==> config.mk <==
export PLATFORM = sky130hd
export DESIGN_NAME = reg_writeback_queue
export DESIGN_NICKNAME = d
export VERILOG_FILES = /design/src/rtl/regwb_pkg.sv /design/src/rtl/regwb_fifo.sv /design/src/rtl/reg_writeback_queue.sv
export SDC_FILE = /design/constraint.sdc
export NUM_CORES = 1
export LEC_CHECK = 0
export ABC_AREA = 1
export CAP_MARGIN = 30
export CORE_UTILIZATION = 55
export CTS_CLUSTER_SIZE = 28
export DETAILED_ROUTE_END_ITERATION = 7
export PLACE_DENSITY = 0.86
export RECOVER_POWER = 100
export SYNTH_ARGS = -nofsm -noshare
export SYNTH_HDL_FRONTEND = slang
export SYNTH_SLANG_ARGS = --single-unit
==> constraint.sdc <==
create_clock -name iClk -period 5.1 [get_ports iClk]
set_input_delay 1.53 -clock iClk [delete_from_list [all_inputs] [get_ports iClk]]
set_output_delay 1.53 -clock iClk [all_outputs]
set_load 0.05 [all_outputs]
==> src/rtl/regwb_pkg.sv <==
// Shared types and constants for the register write-back queue.
package regwb_pkg;
  localparam int unsigned XLEN       = 32;
  localparam int unsigned REG_ADDR_W = 5;

  typedef struct packed {
    logic [REG_ADDR_W-1:0] rd;
    logic [XLEN-1:0]       data;
  } wb_entry_t;
endpackage

==> src/rtl/regwb_fifo.sv <==
// Circular write-back entry store: two ordered pushes and one pop per cycle.
// With REGWB_FWD_EN defined, it also provides a youngest-match lookup on two read ports.
module regwb_fifo
  import regwb_pkg::*;
#(
  parameter int unsigned DEPTH = 4,
  localparam int unsigned PW    = $clog2(DEPTH),
  localparam int unsigned CNT_W = $clog2(DEPTH) + 1
) (
  input  logic             iClk,
  input  logic             iRstN,
  input  logic             iPushA,
  input  wb_entry_t        iEntryA,
  input  logic             iPushB,
  input  wb_entry_t        iEntryB,
  input  logic             iPop,
  output wb_entry_t        oHead,
  output logic [CNT_W-1:0] oCount
`ifdef REGWB_FWD_EN
  ,
  input  logic [REG_ADDR_W-1:0] iRs1Addr,
  input  logic [REG_ADDR_W-1:0] iRs2Addr,
  output logic                  oFwd1Hit,
  output logic                  oFwd2Hit,
  output logic [XLEN-1:0]       oFwd1Data,
  output logic [XLEN-1:0]       oFwd2Data
`endif
);

  wb_entry_t        r_mem [DEPTH];
  logic [PW-1:0]    r_head;
  logic [PW-1:0]    r_tail;
  logic [CNT_W-1:0] r_count;
  logic [PW-1:0]    w_tail_p1;

  assign w_tail_p1 = r_tail + PW'(1);

  always_ff @(posedge iClk) begin
    if (iPushA) r_mem[r_tail]    <= iEntryA;
    if (iPushB) r_mem[w_tail_p1] <= iEntryB;
  end

  always_ff @(posedge iClk) begin
    if (!iRstN) begin
      r_head  <= '0;
      r_tail  <= '0;
      r_count <= '0;
    end else begin
      r_head  <= r_head + PW'(iPop);
      r_tail  <= r_tail + PW'(iPushA) + PW'(iPushB);
      r_count <= r_count + CNT_W'(iPushA) + CNT_W'(iPushB) - CNT_W'(iPop);
    end
  end

  assign oHead  = r_mem[r_head];
  assign oCount = r_count;

`ifdef REGWB_FWD_EN
  logic [PW-1:0] w_idx;

  // The scan walks from oldest to youngest, so the last match wins.
  always_comb begin
    oFwd1Hit  = 1'b0;
    oFwd2Hit  = 1'b0;
    oFwd1Data = '0;
    oFwd2Data = '0;
    w_idx     = '0;
    for (int unsigned i = 0; i < DEPTH; i++) begin
      w_idx = r_head + PW'(i);
      if (CNT_W'(i) < r_count) begin
        if (iRs1Addr != '0 && r_mem[w_idx].rd == iRs1Addr) begin
          oFwd1Hit  = 1'b1;
          oFwd1Data = r_mem[w_idx].data;
        end
        if (iRs2Addr != '0 && r_mem[w_idx].rd == iRs2Addr) begin
          oFwd2Hit  = 1'b1;
          oFwd2Data = r_mem[w_idx].data;
        end
      end
    end
  end
`endif

endmodule

==> src/rtl/reg_writeback_queue.sv <==
// Register-file write front end: result handshake, x0 filter, pending-write scoreboard.
// Optional forwarding ports are enabled by REGWB_FWD_EN.
module reg_writeback_queue
  import regwb_pkg::*;
#(
  parameter int unsigned DEPTH  = 4,
  parameter int unsigned XLEN   = regwb_pkg::XLEN,
  parameter int unsigned ADDR_W = regwb_pkg::REG_ADDR_W,
  localparam int unsigned NREG  = 1 << ADDR_W
) (
  input  logic              iClk,
  input  logic              iRstN,
  input  logic              iLdValid,
  output logic              oLdReady,
  input  logic [ADDR_W-1:0] iLdRd,
  input  logic [XLEN-1:0]   iLdData,
  input  logic              iAluValid,
  output logic              oAluReady,
  input  logic [ADDR_W-1:0] iAluRd,
  input  logic [XLEN-1:0]   iAluData,
  input  logic              iIssueEn,
  input  logic [ADDR_W-1:0] iIssueRd,
  output logic [NREG-1:0]   oBusy,
  output logic              oWriteEn,
  output logic [ADDR_W-1:0] oRdAddr,
  output logic [XLEN-1:0]   oWriteData
`ifdef REGWB_FWD_EN
  ,
  input  logic [ADDR_W-1:0] iRs1Addr,
  input  logic [ADDR_W-1:0] iRs2Addr,
  output logic              oFwd1Hit,
  output logic              oFwd2Hit,
  output logic [XLEN-1:0]   oFwd1Data,
  output logic [XLEN-1:0]   oFwd2Data
`endif
);

  localparam int unsigned CNT_W = $clog2(DEPTH) + 1;

  logic [CNT_W-1:0] w_count;
  logic [CNT_W-1:0] w_free;
  logic             w_pop;
  logic             w_ld_keep;
  logic             w_alu_keep;
  logic             w_push_a;
  logic             w_push_b;
  wb_entry_t        w_entry_a;
  wb_entry_t        w_entry_ld;
  wb_entry_t        w_entry_alu;
  wb_entry_t        w_head;
  logic [NREG-1:0]  r_busy;
  logic [NREG-1:0]  w_busy_nxt;

  assign w_pop  = (w_count != '0);
  assign w_free = CNT_W'(DEPTH) - w_count + CNT_W'(w_pop);

  assign oLdReady  = (w_free >= CNT_W'(1));
  assign oAluReady = (w_free >= CNT_W'(2)) | ((w_free >= CNT_W'(1)) & ~iLdValid);

  assign w_ld_keep  = iLdValid  & oLdReady  & (iLdRd  != '0);
  assign w_alu_keep = iAluValid & oAluReady & (iAluRd != '0);

  assign w_entry_ld  = '{rd: iLdRd,  data: iLdData};
  assign w_entry_alu = '{rd: iAluRd, data: iAluData};

  // Survivors are packed onto port A first so a lone ALU result never leaves a hole.
  assign w_push_a  = w_ld_keep | w_alu_keep;
  assign w_push_b  = w_ld_keep & w_alu_keep;
  assign w_entry_a = w_ld_keep ? w_entry_ld : w_entry_alu;

  regwb_fifo #(.DEPTH(DEPTH)) u_fifo (
    .iClk    (iClk),
    .iRstN   (iRstN),
    .iPushA  (w_push_a),
    .iEntryA (w_entry_a),
    .iPushB  (w_push_b),
    .iEntryB (w_entry_alu),
    .iPop    (w_pop),
    .oHead   (w_head),
    .oCount  (w_count)
`ifdef REGWB_FWD_EN
    ,
    .iRs1Addr  (iRs1Addr),
    .iRs2Addr  (iRs2Addr),
    .oFwd1Hit  (oFwd1Hit),
    .oFwd2Hit  (oFwd2Hit),
    .oFwd1Data (oFwd1Data),
    .oFwd2Data (oFwd2Data)
`endif
  );

  // Clear then set, so a same-cycle reissue of the retiring rd stays busy.
  always_comb begin
    w_busy_nxt = r_busy;
    if (w_pop && w_head.rd != '0) w_busy_nxt[w_head.rd] = 1'b0;
    if (iIssueEn && iIssueRd != '0) w_busy_nxt[iIssueRd] = 1'b1;
    w_busy_nxt[0] = 1'b0;
  end

  always_ff @(posedge iClk) begin
    if (!iRstN) r_busy <= '0;
    else        r_busy <= w_busy_nxt;
  end

  assign oBusy      = r_busy;
  assign oWriteEn   = w_pop;
  assign oRdAddr    = w_pop ? w_head.rd   : '0;
  assign oWriteData = w_pop ? w_head.data : '0;

endmodule

; Word-level counts from Yosys, hierarchy flattened
; Memory sizes are Yosys's and may differ from the RTL's. A register that Yosys moved wholly into a read port is not among the register bits.
; Index checks and enable logic that the tools add are counted.
[classes]
mux = 14
n_bitwise = 12
order_cmp = 6
n_reduce_logical = 9
addsub = 9
[ops]
columns = op, count
row1 = $mux W32, 3
row2 = $mux W37, 1
row3 = $and A32 B32 Y32, 1
row4 = $not A32 Y32, 1
row5 = $or A32 B32 Y32, 1
row6 = $reduce_bool A5 Y1, 4
row7 = $lt A5 B6 Y1 const B, 2
row8 = $demux W1 S5, 2
row9 = $ge A5 B1 Y1 const B, 2
row10 = $add A3 B1 Y3, 3
row11 = $add A2 B1 Y2, 3
row12 = $and A1 B1 Y1, 6
row13 = $mux W1, 6
row14 = $mux W5, 1
row15 = $logic_and A1 B1 Y1, 4
row16 = $ge A3 B1 Y1 const B, 1
row17 = $ge A3 B2 Y1 const B, 1
row18 = $reduce_bool A3 Y1, 1
row19 = $sub A3 B1 Y3, 1
row20 = $sub A3 B3 Y3 const A, 1
row21 = $add A2 B1 Y2 const B, 1
row22 = $mux W2, 1
row23 = $or A1 B1 Y1, 2
row24 = $not A1 Y1, 1
[totals]
reg_bits = 39
memories = 1
ram_bits = 148
[memory_table]
columns = memory, words, width, read_ports, rd_clocked_by_memory_dff, write_ports, line_no
row1 = u_fifo.r_mem, 4, 37, 1, 1, 2, regwb_fifo.sv:30  ; wb_entry_t r_mem [DEPTH];

; Longest topological paths before layout
; Gate-level depths: netlist of run 1.
[depth]
word_depth = 11
mapped_depth = 21

; Cells and area by module
; Synthesis of run 1 repeated with hierarchy kept, for this count alone.
[unflattened]
hier_cells = 1252
hier_area_um2 = 10118.5
[by_module_without_submodules]
columns = module, area_each_um2, seq_area_each_um2, cells_each, n_inst
row1 = regwb_fifo, 7653.6, 4584.4, 807, 1
row2 = reg_writeback_queue, 2464.9, 620.6, 445, 1

; Worst setup path after synthesis of run 1
; OpenSTA, ideal clock, no wires.
[synth_timing]
kind = input to register
start = input port iLdValid
end = memory u_fifo.r_mem[0][0] (netlist bit) (enable)
slack_ns = 1.166
arrival_time_ns = 3.539
path_stages = 6
n_path_buf = 1
t_required_ns = 4.705
path_cell_list = o21ai_2 > nand3_2 > nor2_4 > nand3_2 > clkbuf_1 > nand2_1
[synth_lines]
columns = element, line_no
row1 = from (decl), reg_writeback_queue.sv:13  ; input logic iLdValid,
row2 = to (decl), regwb_fifo.sv:30

; Worst setup path after layout of run 1
[layout_timing]
start = input port iLdValid
end = output port oAluReady
[layout_via]
elab_chain_len = 3
[layout_lines]
columns = element, line_no
row1 = $not A1 Y1, reg_writeback_queue.sv:58  ; assign oAluReady = (w_free >= CNT_W'(2)) | ((w_free >= CNT_W'(1)) & ~iLdValid);
row2 = $and A1 B1 Y1, reg_writeback_queue.sv:58
row3 = $or A1 B1 Y1, reg_writeback_queue.sv:58
row4 = to (decl), reg_writeback_queue.sv:18  ; output logic oAluReady,
; No other way between the ends.

==> flow_summary.yaml, run 1 <==
drt:
  viasPerCell: 5.65
  first_pass_iters: 5
  postRouteAntennaNets: 0
  drt-total-wl_um: 25200
  wire_per_inst_um: 16.2
  first_iter_violations: 924
  dr_total_vias: 8805
  drc_errors: 0
floorplan:
  start_util_pct: 57.1
  placementRows: 48
  die_area_um2: 18800
  fp.dieH_um: 137
  ioPinCount: 156
  die_x_um: 137
  core_um2: 17500
power_and_ir_drop:
  p_sw_w: 0.00377
  comb_power_share_pct: 52.8
  vdd_drop_max_uv: 426
  pwr-share-clk_pct: 16.0
  swShare_pct: 47.3
  p_int_w: 0.00419
  powerDensity_nw_per_um2: 663
  leakagePower_nw: 4.85
  seq_power_share_pct: 31.3
timing:
  post-route-period-util_pct: 90.4
  relSlewSlack_pct: -22.8
  hold_ws_ps: 457
  final-max-slew-violation-count: 45
  setup-tns-final_ps: 0
  fin_worst_skew_ps: 9.69
  tightest_slew_ps: 1840
  hold_viol: 0
  timing.final.crit_period_ps: 4610
  rsz0062_at_grt: "no"
  finalSetupViolCount: 0
  max_freq_mhz: 217
yosys:
  ys_types: 30
  seq_area_frac_synth_pct: 52.0
  synth_edf_count: 148
  syn-num-nets: 1293
  synth_area_um2: 10000
  ys_warn_count: 0
  synthArstFlopShare_pct: 0
  synth_area_per_cell_um2: 8.33
  synth_top_flop_cell: "edfxtp_1"
  synthesis.instances: 1202
  ys_seq_elements: 186
cells_and_area:
  drive_gt1_share_pct: 6.75
  synthToLayoutAreaGrowth_pct: 19.8
  nNetsFinal: 1411
  diodes: 0
worst_hold_path:
  hold_depth: 2
  hold_class: "reg -> reg"
clock_network:
  cts.sinks: 186
  cts_buffer_depth: 2
  hold_buffers: 0
  htree_levels: 4
  clk_latency_ps: 430
  cts_tree: "yes"
  numCtsBuffers: 17
  clk_pin_slew_ps: 60
  root_buffer: "clkbuf_16"
  post_cts_resized: 0
  postCtsSetupRepairBufs: 0
global_route:
  grt_pass1_wl_um: 39500
  grtUsageMet2_pct: 50.2
  antenna_found_initial: 0
  grt_pass1_vias: 8142
  track_usage_pct: 27.6
  grt-ovfl-total: 0
  met1_usage_pct: 32.3
  grt_start_max_net_pins: 76
  busiest_layer: "met2"
  gr-usage-met3_pct: 4.11
critical_path:
  crit_path_start_kind: "primary input"
  critPathKind: "in -> out"
  ff2ff_path_depth: 14
  cp.arrival_ps: 3080
  worstPathRequired_ps: 3570
  end_kind: "output pin"
  worst-path-max-fanout: 3
placement:
  port_buffers: 154
  routabilityCongestion: 0.833
  dpl.hpwl_um: 15700
status:
  outcome: "finished, violations left"
  violations: "capacitance limit, slew limit"
job:
  maxCapViolations: 1
## cells by family after synthesis
kind of cell             Yosys count  synth area share [%]
AND/OR/NAND/NOR                  548                  22.5
AO/OA/AOI/OAI                    315                  17.2
flip-flops                       186                  52.0
buffers and inverters            141                  6.87
adder cells (fa/ha/maj)            7                  1.10
XOR/XNOR                           4                 0.350
other                              1                0.0374
## layout by cell type, fill, tap and decap left out, types with 21 or more instances in the layout
master / Yosys / layout
nand2_1: 265 / 268
o21ai_0: 131 / 207
nor2_1: 203 / 203
edfxtp_1: 148 / 148
clkdlybuf4s50_1: 0 / 82
a21oi_1: 62 / 76
dlygate4sd3_1: 0 / 72
inv_1: 60 / 60
nand3_1: 40 / 42
dfxtp_1: 38 / 36
a21oi_2: 35 / 21
## path summary, 6_finish.rpt
path	startpoint	to	slack (ps)
setup reg to reg	u_fifo.oCount[1]	u_fifo.r_mem[1][14]	1240
hold / removal	oBusy[8]	oBusy[8]	460
hold reg to reg	oBusy[8]	oBusy[8]	460
setup / recovery	iLdValid	oAluReady	490
## synthesized netlist by cell type (7+ instances only)
master / number / area [um^2]
inv_1: 60 / 225
o21ai_1: 84 / 420
buf_1: 7 / 26.3
dfxtp_1: 38 / 761
nand2_1: 265 / 995
buf_2: 28 / 140
buf_6: 13 / 146
nor2_1: 203 / 762
o21ai_0: 131 / 656
a21oi_1: 62 / 310
buf_4: 7 / 52.6
edfxtp_1: 148 / 4440
nand3_1: 40 / 200
nor3_1: 15 / 75.1
clkbuf_1: 21 / 78.8
a21oi_2: 35 / 307
nand2_2: 9 / 56.3
nand3_2: 11 / 110
## power by group through the flow
| stage | Combinational, W | Sequential [W] | Clock [W] |
|---|---|---|---|
| global placement | 0.00427 | 0.00248 | 0 |
| CTS | 0.00440 | 0.00247 | 0.00126 |
| floorplan | 0.00314 | 0.00248 | 0 |
| finish | 0.00420 | 0.00249 | 0.00127 |
| global route | 0.00458 | 0.00252 | 0.00133 |
| detailed placement | 0.00436 | 0.00250 | 0 |
## worst max-delay path, cell delays in order
cell and delay (ps):
clkdlybuf4s50_1 460, o21ai_2 190, dlygate4sd3_1 890
## flip-flops by register name, summed over array words and instances (netlist names)
register / flops
oBusy: 31
u_fifo.r_head: 2
u_fifo.oCount: 3
u_fifo.r_mem: 148
u_fifo.r_tail: 2
## through the flow
stage                     std cells  power (W)  util (%)  setup slack, ps  instance area [um^2]
after global routing           1558    0.00843      68.4              387                 12000
after detailed placement       1525    0.00687      66.0              503                 11600
after CTS                      1557    0.00814      69.2              503                 12100
final                          1558    0.00796      68.4              492                 12000
after global placement         1523    0.00675      65.9              525                 11500
after floorplan                1202    0.00562         -             1170                 10000
## routing by layer
layer | wire, um | part of all wire (%)
met3 | 1850 | 7.3
met4 | 710 | 2.8
met2 | 13100 | 52
met1 | 9600 | 38
met5 | 0 | 0
## area by class of cell
class                      instances  area (um^2)
inverter                          65          244
timing repair buffer             175         1660
multi-input combinational        875         4050
clock inverter                    13          126
clock buffer                      19          433
tap                              225          282
sequential                       186         5210
fill                            1389         5540
Power figures use the tool's default switching activity.
==> inputs of run 2 (changes only) <==
- CORE_UTILIZATION: 55 -> 49
- PLACE_DENSITY: 0.86 -> 0.82
- clock period: 5.1 -> 3.8 ns (I/O delays scaled with it)
==> run 2 against run 1 <==
Compared with the run above: the flow still finishes with violations (capacitance limit, slew limit); routed wire length up 1.8%; register-to-register slack worse by 940 ps; first-iteration DRC count down 12%; combinational power up 49%; sequential power up 33%; final area up 2.8%; total power up 41%; cell count up 3.0%; global-route usage down 2.9 points; sequential share of layout area down 1.2 points; utilization down 6.0 points; critical path type is now reg -> out; largest cell class unchanged.
==> flow_summary.yaml, run 2 (same netlist as run 1, synthesis figures left out) <==
status:
  outcome: "finished, violations left"
  violations: "capacitance limit, slew limit"
placement:
  dpl.hpwl_um: 16400
  routabilityCongestion: 0.832
  dp_slack_ps: 177
  port_buffers: 154
clock_network:
  cts_buffer_depth: 2
  postCtsSetupRepairBufs: 0
  root_buffer: "clkbuf_16"
  clk_pin_slew_ps: 70
  clk_latency_ps: 440
  hold_buffers: 0
  post_cts_resized: 0
  htree_levels: 4
  numCtsBuffers: 17
  cts_tree: "yes"
  cts.sinks: 186
timing:
  finalSetupViolCount: 0
  setup-tns-final_ps: 0
  timing.final.crit_period_ps: 3580
  hold_viol: 0
  post-route-period-util_pct: 94.2
  rsz0062_at_grt: "no"
  worst_slack_ps: 220
  tightest_slew_ps: 1520
  fin_worst_skew_ps: 10.9
  final-max-slew-violation-count: 30
  relSlewSlack_pct: -1.07
  max_freq_mhz: 279
power_and_ir_drop:
  powerDensity_nw_per_um2: 911
  leakagePower_nw: 5.08
  vdd_drop_max_uv: 810
cells_and_area:
  regArea_um2: 5210
  largest_reg_flops: 148
  layout_common_cells: "nand2_1, o21ai_0, nor2_1"
  regMostFlops: "u_fifo.r_mem"
  drive_gt1_share_pct: 10.6
  diodes: 0
  multi_input_area_um2: 4080
  nNetsFinal: 1417
  synthToLayoutAreaGrowth_pct: 23.2
  n_fill_cell: 1624
  layout_commonest_cell: "nand2_1"
drt:
  wire_per_inst_um: 16.0
  viasPerCell: 5.47
  dr_total_vias: 8776
  first_iter_violations: 809
  drc_errors: 0
  postRouteAntennaNets: 0
  first_pass_iters: 5
  drt-total-wl_um: 25700
critical_path:
  reg2reg_slack_ps: 300
  crit_path_start_kind: "flop"
  worst-path-max-fanout: 75
  cp.arrival_ps: 2440
  end_kind: "output pin"
  ff2ff_path_depth: 10
  r2r_start: "u_fifo.oCount[2]"
  critPathKind: "reg -> out"
  worstPathRequired_ps: 2660
  reg2reg_to: "u_fifo.oCount[1]"
job:
  maxCapViolations: 1
global_route:
  grt_pass1_wl_um: 41100
  busiest_layer: "met2"
  grt_pass1_vias: 8426
  track_usage_pct: 24.7
  grt_start_max_net_pins: 76
  antenna_found_initial: 0
  grt-ovfl-total: 0
  grtUsageMet2_pct: 43.7
  met1_usage_pct: 29.0
  gr-usage-met3_pct: 3.81
floorplan:
  start_util_pct: 50.6
  core_um2: 19800
  die_x_um: 145
  ioPinCount: 156
  die_area_um2: 21000
  fp.dieH_um: 145
  placementRows: 51
worst_hold_path:
  hold_depth: 2
  min_from: "oBusy[8]"
  hold_class: "reg -> reg"
  holdPathEnd: "oBusy[8]"
run 2: changes by cell type in the layout (fill, tap and decap cells not counted), moves of 4 or more:
| cell | before | now |
|---|---|---|
| dlygate4sd3_1 | 72 | 32 |
| buf_12 | 0 | 22 |
| a21oi_1 | 76 | 63 |
| a21oi_2 | 21 | 34 |
| buf_4 | 7 | 16 |
| dlymetal6s2s_1 | 0 | 9 |
| clkbuf_2 | 4 | 11 |
| clkbuf_1 | 10 | 6 |
| clkinv_1 | 5 | 1 |
| inv_4 | 0 | 4 |
| inv_6 | 1 | 5 |
run 2: critical path, stage by stage, from the launching register on:
cell	delay (ps)
dfxtp_1	350
buf_4	650
nor2_1	110
nor2_1	100
o21ai_0	90
a21oi_1	160
clkbuf_1	490
run 2: through the flow:
| step | utilization [%] | hold slack [ps] | instances | power (W) | area (um^2) |
|---|---|---|---|---|---|
| 5_1_grt | 62.4 | 474 | 1604 | 0.0119 | 12300 |
| 3_3_place_gp | 61.1 | 447 | 1572 | 0.0101 | 12100 |
| 4_1_cts | 64.0 | 466 | 1604 | 0.0119 | 12700 |
| 3_5_place_dp | 61.1 | 455 | 1572 | 0.0102 | 12100 |
| 2_1_floorplan | - | 581 | 1202 | 0.00754 | 10000 |
| 6_report | 62.4 | 462 | 1604 | 0.0112 | 12300 |
run 2: power breakdown:
part / internal, W / total [W] / switching, W
Sequential: 0.00314 / 0.00330 / 0.000164
Combinational: 0.00197 / 0.00626 / 0.00428
Clock: 0.000893 / 0.00169 / 0.000798
run 2: area by class of cell:
class	instances	area share [%]
Tap cell	265	2.69
Clock buffer	19	3.67
Multi-Input combinational cell	875	33.1
Timing Repair Buffer	181	15.5
Sequential cell	186	42.2
Clock inverter	13	0.852
Inverter	65	1.98
run 2: worst max path at each step:
stage / to / depth (start not counted) / from
CTS: oRdAddr[2] / 6 / u_fifo.r_head[0]
floorplan: u_fifo.oCount[1] / 19 / u_fifo.oCount[1]
finish: oWriteData[6] / 6 / u_fifo.r_head[0]
global route: oWriteData[29] / 6 / u_fifo.r_head[0]
detailed placement: u_fifo.oCount[1] / 11 / iLdValid
global placement: u_fifo.oCount[1] / 11 / iLdValid
run 2: per-layer routing:
layer,vias up,part of all wire (%)
li1,4289,-
met1,4017,38
met2,410,52
met3,60,7.1
met4,0,2.6
met5,-,0
==> inputs of run 3 (changes only) <==
- HOLD_SLACK_MARGIN: unset -> 0.12
==> results of run 3 <==
Final layout, timing and power as in run 2 (identical DEF).
